==> config.mk <==
export PLATFORM = sky130hd
export DESIGN_NAME = jfifo_buffer
export DESIGN_NICKNAME = d
export VERILOG_FILES = /design/src/rtl/jbuf_pkg.sv /design/src/rtl/jfifo_mem.sv /design/src/rtl/jfifo_buffer.sv
export SDC_FILE = /design/constraint.sdc
export NUM_CORES = 1
export LEC_CHECK = 0
export CAP_MARGIN = 15
export CORE_UTILIZATION = 58
export DETAILED_ROUTE_END_ITERATION = 8
export GPL_TIMING_DRIVEN = 0
export PLACE_DENSITY = 0.79
export SLEW_MARGIN = 20
export SYNTH_ARGS = -nofsm -noshare
export SYNTH_HDL_FRONTEND = slang
export SYNTH_HIERARCHICAL = 1
export SYNTH_SLANG_ARGS = --single-unit
==> constraint.sdc <==
create_clock -name clk -period 3 [get_ports clk]
set_clock_uncertainty 0.15 [all_clocks]
set_input_delay 0.6 -clock clk [delete_from_list [all_inputs] [get_ports clk]]
set_output_delay 0.6 -clock clk [all_outputs]
set_load 0.1 [all_outputs]
==> src/rtl/jbuf_pkg.sv <==
// Shared constants for the jfifo buffer.
// Default geometry and pointer-width derivation.
package jbuf_pkg;

    localparam int DEF_WIDTH = 8;
    localparam int DEF_DEPTH = 8;

    // Pointer width needed to index DEPTH entries.
    function automatic int ptr_w(input int depth);
        return $clog2(depth);
    endfunction

endpackage

==> src/rtl/jfifo_mem.sv <==
// Storage array for the jfifo buffer.
// One write port, one asynchronous read port, cleared on reset.
module jfifo_mem
    import jbuf_pkg::*;
#(
    parameter int WIDTH = DEF_WIDTH,
    parameter int DEPTH = DEF_DEPTH,
    parameter int AW    = ptr_w(DEPTH)
) (
    input  logic             clk,
    input  logic             rst,
    input  logic             we,
    input  logic [AW-1:0]    waddr,
    input  logic [WIDTH-1:0] wdata,
    input  logic [AW-1:0]    raddr,
    output logic [WIDTH-1:0] rdata
);

    logic [WIDTH-1:0] mem [DEPTH];

    // Write the addressed entry; reset clears every entry.
    always_ff @(posedge clk or posedge rst) begin
        if (rst) begin
            for (int i = 0; i < DEPTH; i++) begin
                mem[i] <= '0;
            end
        end else if (we) begin
            mem[waddr] <= wdata;
        end
    end

    assign rdata = mem[raddr];

endmodule

==> src/rtl/jfifo_buffer.sv <==
// Synchronous FIFO with valid/ready ports.
// Pointers, occupancy and a sticky overflow flag live here.
module jfifo_buffer
    import jbuf_pkg::*;
#(
    parameter int WIDTH = DEF_WIDTH,
    parameter int DEPTH = DEF_DEPTH
) (
    input  logic                        clk,
    input  logic                        rst,
    input  logic                        in_valid,
    input  logic [WIDTH-1:0]            in_data,
    output logic                        in_ready,
    output logic                        out_valid,
    output logic [WIDTH-1:0]            out_data,
    input  logic                        out_ready,
    output logic [ptr_w(DEPTH):0]       count,
    output logic                        overflow
);

    localparam int AW = ptr_w(DEPTH);
    localparam logic [AW:0] FULL_CNT = (AW+1)'(DEPTH);

    logic [AW-1:0] wr_ptr;
    logic [AW-1:0] rd_ptr;
    logic          push;
    logic          pop;

    assign in_ready  = (count != FULL_CNT);
    assign out_valid = (count != '0);
    assign push      = in_valid && in_ready;
    assign pop       = out_valid && out_ready;

    jfifo_mem #(
        .WIDTH (WIDTH),
        .DEPTH (DEPTH),
        .AW    (AW)
    ) u_mem (
        .clk   (clk),
        .rst   (rst),
        .we    (push),
        .waddr (wr_ptr),
        .wdata (in_data),
        .raddr (rd_ptr),
        .rdata (out_data)
    );

    // Pointers advance on their own event; power-of-two depth wraps them.
    always_ff @(posedge clk or posedge rst) begin
        if (rst) begin
            wr_ptr <= '0;
            rd_ptr <= '0;
        end else begin
            if (push) wr_ptr <= wr_ptr + 1'b1;
            if (pop)  rd_ptr <= rd_ptr + 1'b1;
        end
    end

    // Occupancy tracks push/pop; simultaneous events cancel.
    always_ff @(posedge clk or posedge rst) begin
        if (rst) begin
            count <= '0;
        end else begin
            unique case ({push, pop})
                2'b10:   count <= count + 1'b1;
                2'b01:   count <= count - 1'b1;
                default: count <= count;
            endcase
        end
    end

    // Sticky flag: any word offered while full is dropped and recorded.
    always_ff @(posedge clk or posedge rst) begin
        if (rst) begin
            overflow <= 1'b0;
        end else if (in_valid && !in_ready) begin
            overflow <= 1'b1;
        end
    end

endmodule

==> impl_metrics.toml, run 1 <==
[run_status]
result_of_the_run = "completed"

[synth]
synth_cell_types = 34
seq_area_frac_synth_pct = 51.3
synth_xor_xnor_area_share_pct = 1.44
yosys-mux-area-fraction_pct = 35.0
post_synth_and_or_nand_nor_area_fraction_pct = 5.13
synth_adder_area_share_pct = 2.26
synth_top_family_by_area = "multiplexers"
avgSynthCellArea_um2 = 16.0
syn-instance-count = 229
count_of_flip_flops_with_a_built_in_enable_after_synthesis = 0
ys.warnings.count = 6
ys_dominant_reg_cell = "sky130_fd_sc_hd__dfrtp_1"
compound_cell_area_share_of_the_yosys_netlist_pct = 1.37
synthArstFlopShare_pct = 100
synth.ff_latch_count = 75
synth_nets = 247
summed_instance_area_of_the_synthesized_netlist_mm2 = 0.00366

[clock_tree]
cts_root_buffer = "sky130_fd_sc_hd__clkbuf_8"
clock_tree_buf_depth = 2
cts_inserted_buffers = 9
worst_setup_hold_path_clk_slew_ps = 70
cts_tree = "built"
clkLatencyLatePin_ps = 340
cts_h_tree_depth = 3
cts-hold-fix-buffers = 0
cts.sinks = 75

[layout]
final_cell_mix = "sky130_fd_sc_hd__mux2_2, sky130_fd_sc_hd__dfrtp_1, sky130_fd_sc_hd__clkdlybuf4s50_1"
layoutNonFillerInstCount = 346
final_common_cell = "sky130_fd_sc_hd__mux2_2"
antennaDiodeCount = 0
fin_util_pct = 69.8
synthToLayoutAreaGrowth_pct = 14.4
layout.nets = 285
post_route_cells_drive_above_1_share_pct = 44.6

[die]
top_level_ports = 27
floorplan.core_area_mm2 = 0.00599
die_width_um = 81.4
die_area_mm2 = 0.00663
starting_density_pct = 61.0
die-height_um = 81.4
rows = 28

[worst_setup_path]
end_kind = "output port"
crit_fanout = 10
cp-start-kind = "register"
timing.reg2reg.setup_slack_ps = 250
cp_data_arrival_time_ps = 2180
crit-reg2reg-capture = "count[3]"
worst-setup-path-type = "reg2out"
worst_ep_required_time_ps = 2250
reg2regPathDepth = 7
beginning_of_the_worst_register_to_register_path = "count[2]"

[timing]
fmaxAchievable_ghz = 0.342
finalHoldViolCount = 0
grt_setup_unrepaired = "no"
hold_ws_ps = 319
slew-limit-headroom_pct = 35.0
worst-slew-pin-transition_ps = 973
setup_viol = 0
shortest_period_the_worst_path_allows_ps = 2930
pins_over_slew_limit = 0
layout_worst_path_cycle_share_pct = 97.6

[worst_hold_path]
hp-class = "reg2reg"
timing.hold.worst.start = "wr_ptr[2]"
whs_path_depth = 1
holdPathEnd = "wr_ptr[2]"

[route]
detail_route.vias_per_cell = 5.99
wl_per_cell_um = 19.5
num_vias = 2072
drt-pass1-iter-count = 5
first_iter_violations = 64
drtAntennaViolNets = 0
route.detailed.drc = 0
routed_wirelength_um = 6730

[placed_design]
numPlacedInstances = 331
gpl.final_weighted_congestion = 0.706
place.port_buffers = 26
dp_hpwl_um = 4370

[global_routing]
grt-ovfl-total = 0
vias_in_the_first_global_route = 2129
track_usage_pct = 23.4
grt_pass1_wl_um = 10900
grt_antenna_before_repair = 0
largest_net_degree_at_the_start_of_global_routing = 34

[run]
cap_violations = 0
==> layout make-up <==
| class | instances | area, um^2 |
|---|---|---|
| multi-input cells | 132 | 1670 |
| repair buffers | 27 | 245 |
| plain buffers | 13 | 95.1 |
| well taps | 75 | 93.8 |
| clock inverters | 3 | 15.0 |
| inverters | 9 | 36.3 |
| clock buffers | 12 | 145 |
| flip-flops and latches | 75 | 1890 |
| fillers | 429 | 1810 |
==> worst max path at each step <==
stage                   start  slack, ps       endpoint
floorplan            count[2]         10       count[3]
global placement          rst       -500  u_mem/mem[23]
detailed placement  rd_ptr[0]       -270    out_data[7]
CTS                 rd_ptr[0]       -140    out_data[5]
global route        rd_ptr[0]          1    out_data[6]
finish              rd_ptr[0]         70    out_data[6]
==> flip-flops by register name (all words and copies together), names as in the netlist <==
name       flops
rd_ptr         3
wr_ptr         3
overflow       1
u_mem/mem     64
count          4
==> repair_timing <==
action,4_1_cts,5_1_grt
setup buffers,0,0
setup endpoints to repair,10,8
gates resized for setup,30,17
hold endpoints to repair,0,0
==> cell families after synthesis <==
group,count (synthesis)
fa+ha+maj,6
mux,92
simple gates,21
xor+xnor,6
flops,75
buf+inv,22
compound gates,7
==> critical path, cell delays in order, from the launching register on <==
cell,delay [ps]
sky130_fd_sc_hd__dfrtp_1,400
sky130_fd_sc_hd__buf_6,190
sky130_fd_sc_hd__buf_8,160
sky130_fd_sc_hd__mux4_1,550
sky130_fd_sc_hd__mux2_2,270
sky130_fd_sc_hd__clkbuf_4,280
==> per-stage QoR <==
stage / setup WS [ps] / instance area [um^2] / TNS [ps]
6_report: 73.2 / 4180 / 0
5_1_grt: 1.36 / 4180 / 0
4_1_cts: -139 / 4210 / -139
3_5_place_dp: -273 / 4060 / -1350
3_3_place_gp: -497 / 4040 / -33010
2_1_floorplan: 9.87 / 3680 / 0
==> cells in the mapped netlist, types with 2 or more instances <==
master                     number  area [um^2]
sky130_fd_sc_hd__nand4_1        2         12.5
sky130_fd_sc_hd__nand3_1        3         15.0
sky130_fd_sc_hd__mux2_2        73          822
sky130_fd_sc_hd__mux4_1        15          394
sky130_fd_sc_hd__buf_2          7         35.0
sky130_fd_sc_hd__buf_6          2         22.5
sky130_fd_sc_hd__nand4b_1       3         26.3
sky130_fd_sc_hd__nor4bb_1       3         30.0
sky130_fd_sc_hd__mux2_4         2         30.0
sky130_fd_sc_hd__inv_1          9         33.8
sky130_fd_sc_hd__dfrtp_1       75         1880
sky130_fd_sc_hd__nor3b_1        2         15.0
sky130_fd_sc_hd__buf_8          2         30.0
sky130_fd_sc_hd__nand2_4        2         22.5
sky130_fd_sc_hd__xnor2_1        5         43.8
sky130_fd_sc_hd__ha_1           5         62.6
sky130_fd_sc_hd__a21oi_1        2         10.0
==> per-layer routing <==
metal	vias up	track usage (%)	share of wire, %
li1	943	-	-
met1	1082	33.3	49
met2	34	35.5	47
met3	13	4.16	2.5
met4	0	9.29	1.8
met5	-	0	0
Power of run 1 is left out: the tool's default activity adds up to more than one toggle a clock period on the data nets, which glitch-free logic cannot reach.
==> run 2: changes to the inputs <==
CELL_PAD_IN_SITES_DETAIL_PLACEMENT = 1   (was default)
CELL_PAD_IN_SITES_GLOBAL_PLACEMENT = 2   (was default)
CORE_UTILIZATION = 43   (was 58)
PLACE_DENSITY = default   (was 0.79)
PLACE_DENSITY_LB_ADDON = 0.1   (was default)
SYNTH_HIERARCHICAL = default   (was 1)
==> run 2 against run 1 <==
  * Count of clock-buffer cells in the layout is the same
  * Critical path depth is the same
  * Synthesized cell count shrank 0.87%
  * Utilization shrank 15 points
  * First-iteration DRC count grew 28%
  * Routed wire length grew 9.5%
  * Flip-flop and latch count is the same
  * Via count shrank 3.1%
  * Global-route usage shrank 3.8 points
==> impl_metrics.toml, run 2 <==
[run_status]
result_of_the_run = "completed"

[synth]
biggest_area_contributors_in_the_synthesized_netlist = "sky130_fd_sc_hd__dfrtp_1, sky130_fd_sc_hd__mux2_2, sky130_fd_sc_hd__mux4_2"
synthMostInstantiatedCell = "sky130_fd_sc_hd__dfrtp_1"
synth_cell_types = 33
count_of_flip_flops_with_a_built_in_enable_after_synthesis = 0
synth_nets = 244
avgSynthCellArea_um2 = 15.7
synth.largest_area_cell = "sky130_fd_sc_hd__dfrtp_1"
syn-instance-count = 227
seq_area_frac_synth_pct = 52.6
summed_instance_area_of_the_synthesized_netlist_mm2 = 0.00357
ys.warnings.count = 0
synthArstFlopShare_pct = 100
synth.cells.most_frequent = "sky130_fd_sc_hd__dfrtp_1, sky130_fd_sc_hd__mux2_2, sky130_fd_sc_hd__mux2_1"
synthDominantCellAreaShare_pct = 52.6
ys_dominant_reg_cell = "sky130_fd_sc_hd__dfrtp_1"
synth.ff_latch_count = 75

[worst_setup_path]
timing.reg2reg.setup_slack_ps = 350
critical_path.cell_chain = "buf_6 > buf_8 > mux4_2 > mux2_2 > buf_4"
cp_slowest_stage_delay_ps = 520
crit_fanout = 10
beginning_of_the_worst_register_to_register_path = "count[2]"
crit-reg2reg-capture = "count[3]"
cp_top_family = "multiplexers"
reg2regPathDepth = 9
cp-start-kind = "register"
timing.critical_path.buf_inv = 3
cp_data_arrival_time_ps = 2150
worst_ep_required_time_ps = 2250
end_kind = "output port"
worst-setup-path-type = "reg2out"
worst_path_max_delay_cell = "sky130_fd_sc_hd__mux4_2"

[global_routing]
grt_pass1_wl_um = 12400
largest_net_degree_at_the_start_of_global_routing = 51
vias_in_the_first_global_route = 2294
track_usage_pct = 19.5
grt-ovfl-total = 0
grt_antenna_before_repair = 0

[clock_tree]
clock_tree_buf_depth = 2
cts_h_tree_depth = 3
cts_tree = "built"
cts_root_buffer = "sky130_fd_sc_hd__clkbuf_8"
worst_setup_hold_path_clk_slew_ps = 80
cts.sinks = 75
cts_inserted_buffers = 9
cts-hold-fix-buffers = 0
clkLatencyLatePin_ps = 340

[route]
routed_wirelength_um = 7370
wl_per_cell_um = 19.8
route.detailed.drc = 0
first_iter_violations = 82
num_vias = 2007
drt-pass1-iter-count = 4
detail_route.vias_per_cell = 5.40
drtAntennaViolNets = 0

[timing]
slew-limit-headroom_pct = 35.5
finalHoldViolCount = 0
shortest_period_the_worst_path_allows_ps = 2900
setup_viol = 0
pins_over_slew_limit = 0
grt_setup_unrepaired = "no"
layout_worst_path_cycle_share_pct = 96.6
fmaxAchievable_ghz = 0.345
worst-slew-pin-transition_ps = 964

[layout]
post_route_cells_drive_above_1_share_pct = 47.8
final_cell_mix = "sky130_fd_sc_hd__dfrtp_1, sky130_fd_sc_hd__mux2_2, sky130_fd_sc_hd__mux2_1"
layout.nets = 282
synthToLayoutAreaGrowth_pct = 20.5
antennaDiodeCount = 0
layoutNonFillerInstCount = 372
largest_register_ffs = 64
largestRegisters = "u_mem.mem (64), count (4)"
final_common_cell = "sky130_fd_sc_hd__dfrtp_1"
largest_register = "u_mem.mem"

[placed_design]
place.port_buffers = 26
gpl.final_weighted_congestion = 0.715
numPlacedInstances = 356
dp_hpwl_um = 4720

[run]
cap_violations = 0

[die]
floorplan.core_area_mm2 = 0.00789
die-height_um = 93.1
die_width_um = 93.1
top_level_ports = 27
die_area_mm2 = 0.00866
starting_density_pct = 45.2
rows = 32

[worst_hold_path]
whs_path_depth = 1
hp-class = "reg2reg"
timing.hold.worst.start = "overflow"
holdPathEnd = "overflow"
[run 2: changes by cell type after synthesis, sizes merged, moves of 3 or more]
| cell | delta |
|---|---|
| buf | -3 |
| clkbuf | +3 |
| inv | -4 |
| nand4b | -3 |
| nor4bb | -3 |
| or4 | +3 |
[run 2: final cells by class]
class,count,area [um^2]
clock inverters,4,47.5
multi-input cells,134,1660
well taps,102,128
fillers,776,3590
flip-flops and latches,75,1880
clock buffers,12,165
plain buffers,12,104
inverters,5,35.0
repair buffers,28,273
[run 2: repair_timing]
action,4_1_cts,5_1_grt
endpoints found under the setup margin,10,8
pin swaps,1,0
gates resized for setup,56,2
buffers inserted,1,0
[run 2: stage by stage]
stage	util, %	cell area [um^2]	TNS [ps]	setup WS [ps]	hold WS, ps
6_report	54.5	4300	0	102	310
5_1_grt	54.5	4300	0	21.0	328
4_1_cts	54.4	4290	0	16.9	317
3_5_place_dp	51.7	4080	-6960	-867	298
3_3_place_gp	51.4	4050	-82790	-1240	294
2_1_floorplan	-	3660	-97.0	-97.0	309
[run 2: cells by family (layout without fill, tap and decap cells)]
group	count (synthesis)	after routing	synth area share (%)
flops	75	75	52.6
xor+xnor	7	7	1.72
mux	92	92	34.1
simple gates	23	23	5.86
compound gates	7	7	1.51
fa+ha+maj	5	5	1.75
buf+inv	18	61	2.46
[run 2: worst max path at each step]
stage                   to  cells past startpoint      start  slack [ps]
6_report       out_data[0]                      5  rd_ptr[0]         100
5_1_grt        out_data[0]                      5  rd_ptr[0]          20
4_1_cts        out_data[0]                      5  rd_ptr[0]          20
3_5_place_dp   out_data[0]                      5  rd_ptr[1]        -870
3_3_place_gp      count[2]                      2        rst       -1240
2_1_floorplan     count[3]                      9   count[2]        -100
[run 2: worst reg2reg max path: cells and delay by family (launching register included)]
kind                       cells  cell delay (ps)
DFF                            1              410
buffers and inverters          3              420
and+or+nand+nor                3             1120
AOI/OAI and AO/OA              2              220
adders and majority gates      1              250
[run 2: per-layer routing]
metal	track usage [%]	wire, um
met1	26.9	3600
met2	31.4	3530
met3	2.93	151
met4	6.92	97
met5	0	0
Power of run 2 is left out for the same reason.
